**src/rtl/uart_lite_responder.sv**
```systemverilog
`default_nettype none
// ---------------------------------------------------------------------------
// uart_lite_responder: AXI4-Lite UART-Lite register map over 8-bit RX/TX FIFOs
// Rev 1.0
// ---------------------------------------------------------------------------
module uart_lite_responder #(
  parameter int DEPTH_LOG2 = 4
) (
  input  logic        clk,
  input  logic        rstn,
  input  logic [31:0] uart_araddr,
  input  logic        uart_arvalid,
  output logic        uart_arready,
  output logic [31:0] uart_rdata,
  output logic [1:0]  uart_rresp,
  output logic        uart_rvalid,
  input  logic        uart_rready,
  input  logic [31:0] uart_awaddr,
  input  logic        uart_awvalid,
  output logic        uart_awready,
  input  logic [31:0] uart_wdata,
  input  logic [3:0]  uart_wstrb,
  input  logic        uart_wvalid,
  output logic        uart_wready,
  output logic [1:0]  uart_bresp,
  output logic        uart_bvalid,
  input  logic        uart_bready,
  input  logic        rx_valid,
  input  logic [7:0]  rx_data,
  output logic        tx_valid,
  output logic [7:0]  tx_data,
  input  logic        tx_ready
);
  localparam int                  DEPTH       = 1 << DEPTH_LOG2;
  localparam logic [1:0]          RESP_OKAY   = 2'b00;
  localparam logic [1:0]          RESP_SLVERR = 2'b10;
  localparam logic [DEPTH_LOG2:0] PTR_ONE     = {{DEPTH_LOG2{1'b0}}, 1'b1};

  typedef enum logic [0:0] {R_IDLE = 1'b0, R_RESP = 1'b1} rd_state_e;

  logic [7:0] rx_mem [DEPTH];
  logic [7:0] tx_mem [DEPTH];

  logic [DEPTH_LOG2:0] rx_wp_q, rx_wp_d, rx_rp_q, rx_rp_d;
  logic [DEPTH_LOG2:0] tx_wp_q, tx_wp_d, tx_rp_q, tx_rp_d;
  logic                overrun_q, overrun_d;

  rd_state_e   rd_state_q, rd_state_d;
  logic        arready_q, arready_d, rvalid_q, rvalid_d;
  logic [31:0] rdata_q, rdata_d;
  logic [1:0]  rresp_q, rresp_d;

  logic       aw_held_q, aw_held_d, w_held_q, w_held_d;
  logic [1:0] awreg_q, awreg_d;
  logic [7:0] wbyte_q, wbyte_d;
  logic       wstrb0_q, wstrb0_d;
  logic       awready_q, awready_d, wready_q, wready_d, bvalid_q, bvalid_d;
  logic [1:0] bresp_q, bresp_d;

  logic rx_empty, rx_full, tx_empty, tx_full;
  logic rx_pop, rx_push, tx_pop, tx_push, stat_rd, flush_tx, flush_rx, do_write;
  logic unused_bits;

  assign unused_bits = ^{uart_araddr[31:4], uart_araddr[1:0], uart_awaddr[31:4],
                         uart_awaddr[1:0], uart_wdata[31:8], uart_wstrb[3:1]};

  assign rx_empty = (rx_wp_q == rx_rp_q);
  assign rx_full  = (rx_wp_q[DEPTH_LOG2] != rx_rp_q[DEPTH_LOG2]) &&
                    (rx_wp_q[DEPTH_LOG2-1:0] == rx_rp_q[DEPTH_LOG2-1:0]);
  assign tx_empty = (tx_wp_q == tx_rp_q);
  assign tx_full  = (tx_wp_q[DEPTH_LOG2] != tx_rp_q[DEPTH_LOG2]) &&
                    (tx_wp_q[DEPTH_LOG2-1:0] == tx_rp_q[DEPTH_LOG2-1:0]);

  always_comb begin
    rd_state_d = rd_state_q;
    arready_d  = arready_q;
    rvalid_d   = rvalid_q;
    rdata_d    = rdata_q;
    rresp_d    = rresp_q;
    rx_pop     = 1'b0;
    stat_rd    = 1'b0;
    case (rd_state_q)
      R_IDLE: begin
        arready_d = 1'b1;
        if (uart_arvalid && arready_q) begin
          rd_state_d = R_RESP;
          arready_d  = 1'b0;
          rvalid_d   = 1'b1;
          rresp_d    = RESP_OKAY;
          rdata_d    = 32'h0;
          case (uart_araddr[3:2])
            2'd0: begin
              if (rx_empty) begin
                rresp_d = RESP_SLVERR;
              end else begin
                rdata_d = {24'h0, rx_mem[rx_rp_q[DEPTH_LOG2-1:0]]};
                rx_pop  = 1'b1;
              end
            end
            2'd2: begin
              rdata_d = {26'h0, overrun_q, 1'b0, tx_full, tx_empty, rx_full, !rx_empty};
              stat_rd = 1'b1;
            end
            default: ;
          endcase
        end
      end
      R_RESP: begin
        if (uart_rready) begin
          rvalid_d   = 1'b0;
          arready_d  = 1'b1;
          rd_state_d = R_IDLE;
        end
      end
      default: rd_state_d = R_IDLE;
    endcase
  end

  // AW and W are captured independently; the register access runs once both are held.
  always_comb begin
    aw_held_d = aw_held_q;
    w_held_d  = w_held_q;
    awreg_d   = awreg_q;
    wbyte_d   = wbyte_q;
    wstrb0_d  = wstrb0_q;
    bvalid_d  = bvalid_q;
    bresp_d   = bresp_q;
    tx_push   = 1'b0;
    flush_tx  = 1'b0;
    flush_rx  = 1'b0;
    do_write  = aw_held_q && w_held_q && !bvalid_q;
    if (uart_awvalid && awready_q) begin
      aw_held_d = 1'b1;
      awreg_d   = uart_awaddr[3:2];
    end
    if (uart_wvalid && wready_q) begin
      w_held_d = 1'b1;
      wbyte_d  = uart_wdata[7:0];
      wstrb0_d = uart_wstrb[0];
    end
    if (do_write) begin
      aw_held_d = 1'b0;
      w_held_d  = 1'b0;
      bvalid_d  = 1'b1;
      bresp_d   = RESP_OKAY;
      case (awreg_q)
        2'd1: begin
          if (wstrb0_q) begin
            if (tx_full) bresp_d = RESP_SLVERR;
            else         tx_push = 1'b1;
          end
        end
        2'd3: begin
          flush_tx = wbyte_q[0];
          flush_rx = wbyte_q[1];
        end
        default: ;
      endcase
    end else if (bvalid_q && uart_bready) begin
      bvalid_d = 1'b0;
    end
    awready_d = !aw_held_d && !bvalid_d;
    wready_d  = !w_held_d && !bvalid_d;
  end

  // Full/empty come from the registered pointers, so a same-cycle pop or push
  // never changes the outcome of the access decided above.
  always_comb begin
    tx_pop  = !tx_empty && tx_ready;
    rx_push = rx_valid && !rx_full && !flush_rx;
    tx_wp_d = tx_push ? tx_wp_q + PTR_ONE : tx_wp_q;
    tx_rp_d = tx_pop  ? tx_rp_q + PTR_ONE : tx_rp_q;
    rx_wp_d = rx_push ? rx_wp_q + PTR_ONE : rx_wp_q;
    rx_rp_d = rx_pop  ? rx_rp_q + PTR_ONE : rx_rp_q;
    if (flush_tx) tx_rp_d = tx_wp_q;
    if (flush_rx) rx_rp_d = rx_wp_q;
    overrun_d = overrun_q;
    if (stat_rd)             overrun_d = 1'b0;
    if (rx_valid && rx_full) overrun_d = 1'b1;
  end

  always_ff @(posedge clk) begin
    if (tx_push) tx_mem[tx_wp_q[DEPTH_LOG2-1:0]] <= wbyte_q;
    if (rx_push) rx_mem[rx_wp_q[DEPTH_LOG2-1:0]] <= rx_data;
  end

  always_ff @(posedge clk or negedge rstn) begin
    if (!rstn) begin
      rx_wp_q    <= '0;
      rx_rp_q    <= '0;
      tx_wp_q    <= '0;
      tx_rp_q    <= '0;
      overrun_q  <= 1'b0;
      rd_state_q <= R_IDLE;
      arready_q  <= 1'b0;
      rvalid_q   <= 1'b0;
      rdata_q    <= 32'h0;
      rresp_q    <= 2'b00;
      aw_held_q  <= 1'b0;
      w_held_q   <= 1'b0;
      awreg_q    <= 2'b00;
      wbyte_q    <= 8'h0;
      wstrb0_q   <= 1'b0;
      awready_q  <= 1'b0;
      wready_q   <= 1'b0;
      bvalid_q   <= 1'b0;
      bresp_q    <= 2'b00;
    end else begin
      rx_wp_q    <= rx_wp_d;
      rx_rp_q    <= rx_rp_d;
      tx_wp_q    <= tx_wp_d;
      tx_rp_q    <= tx_rp_d;
      overrun_q  <= overrun_d;
      rd_state_q <= rd_state_d;
      arready_q  <= arready_d;
      rvalid_q   <= rvalid_d;
      rdata_q    <= rdata_d;
      rresp_q    <= rresp_d;
      aw_held_q  <= aw_held_d;
      w_held_q   <= w_held_d;
      awreg_q    <= awreg_d;
      wbyte_q    <= wbyte_d;
      wstrb0_q   <= wstrb0_d;
      awready_q  <= awready_d;
      wready_q   <= wready_d;
      bvalid_q   <= bvalid_d;
      bresp_q    <= bresp_d;
    end
  end

  assign uart_arready = arready_q;
  assign uart_rvalid  = rvalid_q;
  assign uart_rdata   = rdata_q;
  assign uart_rresp   = rresp_q;
  assign uart_awready = awready_q;
  assign uart_wready  = wready_q;
  assign uart_bvalid  = bvalid_q;
  assign uart_bresp   = bresp_q;
  assign tx_valid     = !tx_empty;
  assign tx_data      = tx_empty ? 8'h0 : tx_mem[tx_rp_q[DEPTH_LOG2-1:0]];

endmodule
`default_nettype wire

```
**config.mk**
```make
export PLATFORM = sky130hd
export DESIGN_NAME = uart_lite_responder
export DESIGN_NICKNAME = d
export VERILOG_FILES = /design/src/rtl/uart_lite_responder.sv
export SDC_FILE = /design/constraint.sdc
export NUM_CORES = 1
export LEC_CHECK = 0
export CORE_AREA = 4 4 143 173
export DETAILED_ROUTE_END_ITERATION = 10
export DIE_AREA = 0 0 147 177
export DONT_BUFFER_PORTS = 1
export PLACE_DENSITY = 0.76
export SLEW_MARGIN = 20
export SYNTH_ARGS = -nofsm -noshare
export SYNTH_HDL_FRONTEND = slang
export SYNTH_SLANG_ARGS = --single-unit
```
**constraint.sdc**
```tcl
create_clock -name clk -period 3.2 [get_ports clk]
set_input_delay 0.96 -clock clk [delete_from_list [all_inputs] [get_ports clk]]
set_output_delay 0.96 -clock clk [all_outputs]
set_load 0.01 [all_outputs]
```
==> impl_metrics.yaml <==
run_status:
  status: "finished with violations"
  violations: "negative setup slack"
worst_setup_path:
  r2r_slack_ns: 0.58
  cp_common_cell: "mux4_2"
  critPathLaunchType: "register"
  cp_max_fo: 15
  path_class: "register to output pin"
  reg2reg_to: "tx_mem[0][3]$_DFFE_PP_"
  slowest_stage: "mux4_2"
  critPathMaxStageDelay_ns: 0.55
  critPathRequiredTime_ns: 2.24
  crit_arrival_ns: 2.43
  reg2reg_depth: 4
  path_cells: "buf_12 -> mux4_2 -> mux4_2 -> nor2b_1"
  worstSetupEndpointType: "output pin"
  r2r_start: "uart_bvalid$_DFF_PN0_"
pwr:
  leakage_nw: 4.86
  total_power_mw: 12.7
  ir_worst_vdd_uv: 585
  powerDensity_nw_per_um2: 904
sta:
  setup_tns_ns: -1.09
  clock_skew_ns: 0.0184
  finalHoldViolCount: 0
  fmax_ghz: 0.295
  setup_ws_ns: -0.186
  finalCritPeriodShare: 1.06
  period_minus_slack_ns: 3.39
  report.final.slew_viol_count: 0
  setup_viol: 8
  maxSlewHeadroom: 0.367
  grt_setup_unrepaired: "yes"
  tightest_slew_ns: 0.946
global_route:
  grt_pass1_wl_mm: 39.4
  gr-usage-all-layers: 0.201
  grt_max_degree: 51
  overflow: 0
  antenna_found_initial: 1
  grt_pass1_vias: 6572
detailed_routing:
  wl_met1_mm: 9.50
  vias: 6170
  dr.pass1.iters: 5
  viasPerCell: 5.91
  drtIter0Drc: 605
  routedWlPerCell_um: 24.7
  wl_met3_mm: 1.53
  antenna_left: 0
  wirelength_mm: 25.8
  drc_errors: 0
  top_layer: "met5"
  wl_met2_mm: 14.0
placed_design:
  dp_worst_setup_slack_ns: 0.319
  port_buffers: 0
  post-dp-hpwl_mm: 16.1
  place_congestion: 0.779
yosys:
  synth_area_leaders: "edfxtp_1, mux4_2, dfrtp_1, buf_4, mux2_2"
  syn_area_per_cell_um2: 18.6
  netlist.top_cell.by_area: "edfxtp_1"
  async_flop_share: 0.163
  synth_cells: 672
  synthDistinctLibCells: 51
  yosys.area.top_type_share: 0.615
  synth_ff_type: "edfxtp_1"
  syn_area_um2: 12500
  ys_seq_area_frac: 0.715
  ys_ff_latch: 306
  synth-edff-count: 256
  yosys_warnings: 0
floorplanning:
  die_h_um: 177
  dieArea_um2: 26000
  die_w_um: 147
  coreArea_um2: 23000
  initial_core_util: 0.544
  io_pins: 167
  rows: 61
clocking:
  root_buffer: "clkbuf_16"
  cts_buffer_depth: 3
  cts.sinks: 306
  insertion_delay_ns: 0.55
  clk_pin_slew_ns: 0.06
  htreeDepth: 1
  cts_tree: "built"
  cts_buffers: 30
layout:
  area_growth_syn_to_layout_pct: 12.0
  antennaDiodeCount: 0
  drive_above_1_share: 0.246
  layout_commonest_cell: "edfxtp_1"
  final_cell_mix: "edfxtp_1, mux4_2, dfrtp_1"
  nets: 833
run:
  max-cap-violations: 0
min_path:
  hold_class: "primary input to asynchronous set/reset pin"
-- cells in the mapped netlist, types with 3 or more instances --
library cell	count
nand4_1	6
clkbuf_1	7
ha_1	10
mux2i_1	10
nor3_1	10
and3_1	16
xnor2_1	16
nor2b_1	13
nor2_1	26
buf_1	3
nand3b_1	3
o211ai_1	5
nand3_1	4
buf_4	31
o21ai_0	16
dfrtp_1	50
nand2_1	28
mux2_2	16
edfxtp_1	256
xor2_1	8
a22o_1	3
buf_2	13
a211oi_1	4
inv_1	10
a21oi_1	6
mux4_2	71
-- critical path: cells and delay by family, from the launching register on --
family,cells,cell delay (ns)
simple gates,1,0.19
mux,2,1.07
flops,1,0.42
buf+inv,1,0.19
-- registers in the layout, summed over array words and instances (netlist names), 2 cells and up --
signal / count
awreg_q: 2
tx_wp_q: 5
tx_rp_q: 5
rx_mem: 128
wbyte_q: 8
rx_wp_q: 5
uart_rdata: 8
tx_mem: 128
rx_rp_q: 5
-- area by class of cell --
| cell class | count | area (µm²) |
|---|---|---|
| clock buffers | 41 | 843 |
| multi-input cells | 325 | 3300 |
| well taps | 315 | 394 |
| fillers | 1583 | 8980 |
| clock inverters | 14 | 149 |
| repair buffers | 33 | 329 |
| inverters | 10 | 37.5 |
| flip-flops and latches | 306 | 8940 |
-- worst max-delay path by stage --
stage / slack (ns) / endpoint / startpoint / cells past startpoint
6_report: -0.19 / tx_data[1] / tx_rp_q[0]$_DFFE_PN0P_ / 4
3_5_place_dp: 0.32 / tx_data[1] / tx_rp_q[0]$_DFFE_PN0P_ / 4
4_1_cts: -0.21 / tx_data[1] / tx_rp_q[0]$_DFFE_PN0P_ / 4
3_3_place_gp: 0.34 / tx_data[0] / tx_rp_q[0]$_DFFE_PN0P_ / 4
2_1_floorplan: 0.43 / tx_data[0] / tx_rp_q[0]$_DFFE_PN0P_ / 5
5_1_grt: -0.28 / tx_data[1] / tx_rp_q[0]$_DFFE_PN0P_ / 4
-- what timing repair did --
item,4_1_cts,5_1_grt
gates cloned,2,0
setup endpoints to repair,8,9
hold buffers,0,0
resized for setup,13,2
buffers inserted,1,0
pin swaps,0,0
-- cell families (layout without fill, tap and decap cells) --
logic type,count (synthesis),in the layout,share of synthesized area
DFF,306,306,0.715
other,1,26,0.000300
AOI/OAI and AO/OA,51,51,0.0285
adders and majority gates,10,10,0.0100
and+or+nand+nor,117,117,0.0475
buffers and inverters,66,98,0.0311
muxes,97,97,0.150
xor gates and xnor gates,24,24,0.0168
-- per-layer routing --
layer | track usage | up-vias
met5 | 0 | -
met4 | 0.0633 | 2
met3 | 0.0394 | 55
met2 | 0.364 | 209
met1 | 0.246 | 3230
li1 | - | 2674
-- report_power, final --
part | internal (mW) | switching [mW] | total, mW
Combinational | 1.78 | 1.68 | 3.45
Clock | 2.08 | 1.43 | 3.51
Sequential | 5.04 | 0.654 | 5.69
Total | 8.89 | 3.76 | 12.7
-- per-stage QoR --
step,hold slack [ns],instance area [µm²],instances,utilization
after floorplan,0.454,12600,697,-
final,0.104,14000,1044,0.609
after CTS,0.0862,14000,1044,0.609
after detailed placement,0.493,12900,986,0.561
after global routing,0.0789,14000,1044,0.609
after global placement,0.488,12900,986,0.561
Note: power is estimated with default switching activity, not from simulation.
==> RTL edit 1, RTL diff (same flow settings) <==
Change the parameter `DEPTH_LOG2` from 4 to 2.
--- a/src/rtl/uart_lite_responder.sv
+++ b/src/rtl/uart_lite_responder.sv
@@ -6,3 +6,3 @@
 module uart_lite_responder #(
-  parameter int DEPTH_LOG2 = 4
+  parameter int DEPTH_LOG2 = 2
 ) (
Formal check against the unedited RTL: not equivalent (a bounded check fails within 10 cycles, from zero or initial values and one cycle with rstn low).
==> RTL edit 1 against the unedited design <==
Power is 63% lower; first-iteration DRC count is 82% lower; design area is 63% lower; sequential cell count is 200 lower; setup slack better by 0.53 ns; sequential share of layout area is 6.6 points lower; count of clock-buffer cells in the layout is 32 lower; register-to-register slack better by 0.39 ns; critical path depth stayed put; wire length is 64% lower; synthesized area is 63% lower; critical path type unchanged.
==> RTL edit 1: results (changes against the unedited design) <==
** Worst setup path
- CP startpoint :: tx_wp_q[1]
- The largest fanout on the critical path was 7 (-8).
- In this run the worst setup path terminates at tx_data[2].
- Worst endpoint data arrival time :: 1.89 ns (-0.54 ns)
- In this run the critical register-to-register path is captured at rx_mem[0][4].
- R2r startpoint :: rx_rp_q[1]

** Clock network
- Maximum number of buffers from clock root to sink :: 2 (-1)
- The post-CTS resize count is 0 (-13).
- The total clock buffers created by CTS was 9 (-70%).
- The count of H-tree levels built during CTS was 3 (+2).
- Worst-skew pair later-pin latency :: 0.35 ns (-0.20 ns)
- Post-CTS Setup Repair Bufs :: 0 (-1)
- Clock-pin slew of the registers on the worst-case setup and hold paths :: 0.08 ns (+0.02 ns)

** Detailed routing
- Detailed-routing iteration count for the pre-antenna-repair pass :: 4 (-1)
- Routed metal-1 wirelength :: 3604 um (-62%)
- The met2 routed wirelength came to 4414 um (-68%).
- The vias after detailed routing was 2309 (-63%).
- Number of DRC markers in iteration 0 :: 110 (-82%)

** Power
- The largest vdd supply drop was 403.5 uV (-31%).
- The static power due to leakage came to 0.001897 uW (-61%).

** Global routing
- Antenna violations before repair :: 3 (+2)
- Overall Global Routing Usage :: 7.300% (-13 points)
- The pin count of the biggest net entering global routing was 43 (-16%).
- Via count of the first global-routing pass :: 2379 (-64%)

** Logic synthesis
- By area the synthesized netlist is led by sky130_fd_sc_hd__edfxtp_1 (42%), sky130_fd_sc_hd__dfrtp_1 (23%), sky130_fd_sc_hd__mux4_2 (7.8%).
- After synthesis, the most frequently instantiated cells are sky130_fd_sc_hd__edfxtp_1 (64), sky130_fd_sc_hd__dfrtp_1 (42), sky130_fd_sc_hd__buf_4 (27).
- The number of synthesized flops with an enable pin was 64 (-75%).
- The share of synthesized flip-flops with an asynchronous set or reset is 39.62% (+23 points).
- Unique masters post-synth :: 46 (-9.8%)

** Outcome
- Outcome :: finished clean

** Cells and area
- Layout cells sized above 1 :: 18.36% (-6.2 points)
- Antenna Diode Count :: 0 (unchanged)

** STA
- Slew headroom :: 58.87% (+22 points)

** Placed design
- The last weighted congestion value of the routability-driven placer is 0.7665 (-1.6%).
- HPWL after detailed placement :: 6675 um (-58%)
[RTL edit 1: cell types whose count changed in the layout (fill, tap and decap cells not counted), sizes merged, moves of 9 or more]
cell,unedited run,this run
and3,16,0
buf,33,5
clkbuf,41,9
edfxtp,256,64
mux2i,10,1
mux4,71,16
nand2,28,14
nor2,26,6
o21ai,17,5
xnor2,16,4
[RTL edit 1: layer usage]
layer | track usage (%) | vias to the layer above
li1 | - | 1051
met1 | 8.364 | 1157
met2 | 11.70 | 80
met3 | 4.226 | 15
met4 | 1.981 | 6
met5 | 0 | -
[RTL edit 1: metrics by stage]
| stage | total power [uW] | instance area (um^2) | utilization, % | setup slack, ns | instances |
|---|---|---|---|---|---|
| 2_1_floorplan | 3280 | 4716 | - | 1.005 | 318 |
| 3_3_place_gp | 3562 | 4887 | 21.27 | 0.6652 | 604 |
| 3_5_place_dp | 3618 | 4887 | 21.27 | 0.6553 | 604 |
| 4_1_cts | 4700 | 5186 | 22.58 | 0.2741 | 620 |
| 5_1_grt | 4941 | 5186 | 22.58 | 0.2166 | 620 |
| 6_report | 4631 | 5186 | 22.58 | 0.3456 | 620 |
[RTL edit 1: final cells by class]
cell class                      instances  share of cell area, %
Sequential cell                       106                  57.32
Clock inverter                          7                  1.423
Inverter                                9                 0.6514
Timing Repair Buffer                    5                 0.7238
Tap cell                              315                  7.600
Clock buffer                            9                  4.343
Multi-Input combinational cell        169                  27.94
[RTL edit 1: cells by family after synthesis]
family / after synthesis / share of synthesized area, %
AO/OA/AOI/OAI: 33 / 5.604
XOR/XNOR: 14 / 2.978
adder cells (fa/ha/maj): 10 / 2.707
buffers and inverters: 43 / 6.361
flip-flops: 106 / 64.32
multiplexers: 29 / 10.94
other: 1 / 0.08113
AND/OR/NAND/NOR: 57 / 7.011
[RTL edit 1: how the worst min path moves through the flow]
stage	end	depth (start not counted)	slack (ns)
final	uart_rdata[7]	0	0.30
after floorplan	uart_wready	1	0.45
after global routing	uart_arready	0	0.28
after detailed placement	uart_wready	1	0.48
after global placement	wstrb0_q	1	0.48
after CTS	uart_arready	0	0.29
[RTL edit 1: power by group]
| group | internal [uW] | switching [uW] |
|---|---|---|
| Combinational | 620 | 701 |
| Sequential | 1880 | 356 |
| Clock | 550 | 528 |
[RTL edit 1: worst max-delay path: stages, from the launching register on]
cell and delay (ns):
sky130_fd_sc_hd__dfrtp_1 0.46, sky130_fd_sc_hd__xor2_2 0.24, sky130_fd_sc_hd__nor3_2 0.51, sky130_fd_sc_hd__buf_4 0.26, sky130_fd_sc_hd__nor2b_1 0.09
==> RTL edit 2, RTL diff (same settings) <==
Made on the original files. Make the reset (`rstn`) synchronous in one clocked block.
--- a/src/rtl/uart_lite_responder.sv
+++ b/src/rtl/uart_lite_responder.sv
@@ -186,3 +186,3 @@
 
-  always_ff @(posedge clk or negedge rstn) begin
+  always_ff @(posedge clk) begin
     if (!rstn) begin
Function: differs if rstn is asserted again (counterexample within 4 cycles, from zero or initial values and one cycle with rstn low); with rstn held inactive, the same outputs for 4 cycles.
==> RTL edit 2 against the unedited design <==
The run still ends with setup timing left; setup slack improved by 0.060 ns; core utilization rose by 0.80 points; synthesized area rose by 1.2%; design area rose by 1.3%; wire length fell by 3.5%; count of clock-buffer cells in the layout rose by 1; sequential cell count rose by 8; critical path type unchanged.
Power is not compared: it rests on default switching activity, and its combinational part moved more than twofold at a synthesized area within 25%.
==> RTL edit 2: results (changes against the unedited design) <==
** Outcome
- Outcome :: finished with violations
- The checks that failed: setup timing.

** Worst setup path
- The arrival time at the worst endpoint was 2.37 ns (-0.06 ns).
- In this run the critical register-to-register path is launched from uart_bvalid.
- Reg2reg end :: tx_mem[15][1]
- Worst-path fanout max :: 8 (-7)
- Largest stage delay on the critical path :: 0.57 ns (+0.02 ns)

** STA
- The worst hold slack across all endpoints was 0.4555 ns (+0.3519 ns).
- Setup violators final :: 8 (unchanged)
- The worst-margin pin slew came to 1.080 ns (+0.1337 ns).
- The smallest setup slack after layout came to -0.1261 ns (+0.05966 ns).

** Logic synthesis
- The portion of the post-synthesis area used by sequential elements came to 70.01% (-1.5 points).
- XOR/XNOR share of the synthesized area :: 1.663% (-0.019 points)
- The synthesized-area fraction occupied by adder cells is 0.9899% (-0.011 points).
- The multiplexer fraction of the synthesized cell area was 14.07% (-0.97 points).
- Top cell types by occurrence after synthesis :: sky130_fd_sc_hd__edfxtp_1 (256), sky130_fd_sc_hd__mux4_2 (70), sky130_fd_sc_hd__dfxtp_1 (58)
- The complex-gate fraction of the synthesized area was 3.950% (+1.1 points).
- The share of synthesized flip-flops with an asynchronous set or reset came to 0% (-16 points).

** Detailed routing
- Met2 WL :: 13860 um (-0.93%)
- Number of vias per cell after detailed routing :: 5.748 (-2.7%)
- Routed met3 length :: 1259 um (-18%)
- After detailed routing, no signal wire sits above met4.
- The wire length on met1 was 9049 um (-4.8%).

** Global routing
- Overall Global Routing Usage :: 19.27% (-0.86 points)
- The met3 track demand over resource is 2.638% (-1.3 points).
- The met1 global-route usage was 22.74% (-1.9 points).
- Antenna violations before repair :: 0 (-1)
- The pin count of the biggest net entering global routing is 35 (-31%).
- The number of global-route vias before repair was 6824 (+3.8%).
- The wire length of the first global-routing pass was 38630 um (-2.1%).

** Clock network
- The total clock buffers created by CTS was 29 (-3.3%).
- Worst-skew pair later-pin latency :: 0.53 ns (-0.02 ns)

** Hold path
- Class of the most critical hold timing path :: register to register

** Power
- Overall power after layout :: roughly 7800 uW
- Combinational cells consume a total of between 150 and 200 uW.

** Cells and area
- The count of nets after finishing was 913 (+9.6%).
- Layout cells sized above 1 :: 22.21% (-2.3 points)
- The count of fill cells added during filler insertion is 1588 (+0.32%).

** Placed design
- The last weighted congestion value of the routability-driven placer was 0.8386 (+7.7%).
-- RTL edit 2: layout make-up --
cell class | count | area (um^2) | area share, %
tap | 315 | 394.1 | 2.780
clock buffer | 42 | 798.3 | 5.630
timing repair buffer | 47 | 474.2 | 3.344
inverter | 7 | 26.28 | 0.1853
clock inverter | 9 | 65.06 | 0.4588
multi-input combinational | 387 | 3568 | 25.17
sequential | 314 | 8853 | 62.44
-- RTL edit 2: metrics by stage --
stage	setup slack [ns]	std cells	util (%)	TNS, ns	area [um^2]
2_1_floorplan	0.2948	771	-	0	12730
3_3_place_gp	0.4266	1061	57.06	0	13110
3_5_place_dp	0.4238	1061	57.06	0	13110
4_1_cts	-0.1413	1113	60.99	-0.9170	14010
5_1_grt	-0.1774	1121	61.72	-1.226	14180
6_report	-0.1261	1121	61.72	-0.7991	14180
-- RTL edit 2: what timing repair did --
item | in CTS | in global routing
gates resized for setup | 5 | 16
buffers inserted | 0 | 8
hold buffers | 0 | 0
setup endpoints to repair | 9 | 9
pin swaps | 0 | 1
gates cloned | 1 | 1
-- RTL edit 2: tightest hold or removal path, cell delays in order (launching register included) --
cell and delay (ns):
sky130_fd_sc_hd__dfxtp_1 0.31, sky130_fd_sc_hd__nand2_1 0.05, sky130_fd_sc_hd__a21oi_1 0.05
-- RTL edit 2: how the worst max path moves through the flow --
stage | from | to | slack (ns) | cells past startpoint
global route | register | tx_data[5] | -0.18 | 5
global placement | register | tx_data[0] | 0.43 | 4
CTS | register | tx_data[6] | -0.14 | 4
floorplan | register | tx_data[0] | 0.29 | 5
detailed placement | register | tx_data[3] | 0.42 | 4
finish | register | tx_data[0] | -0.13 | 4
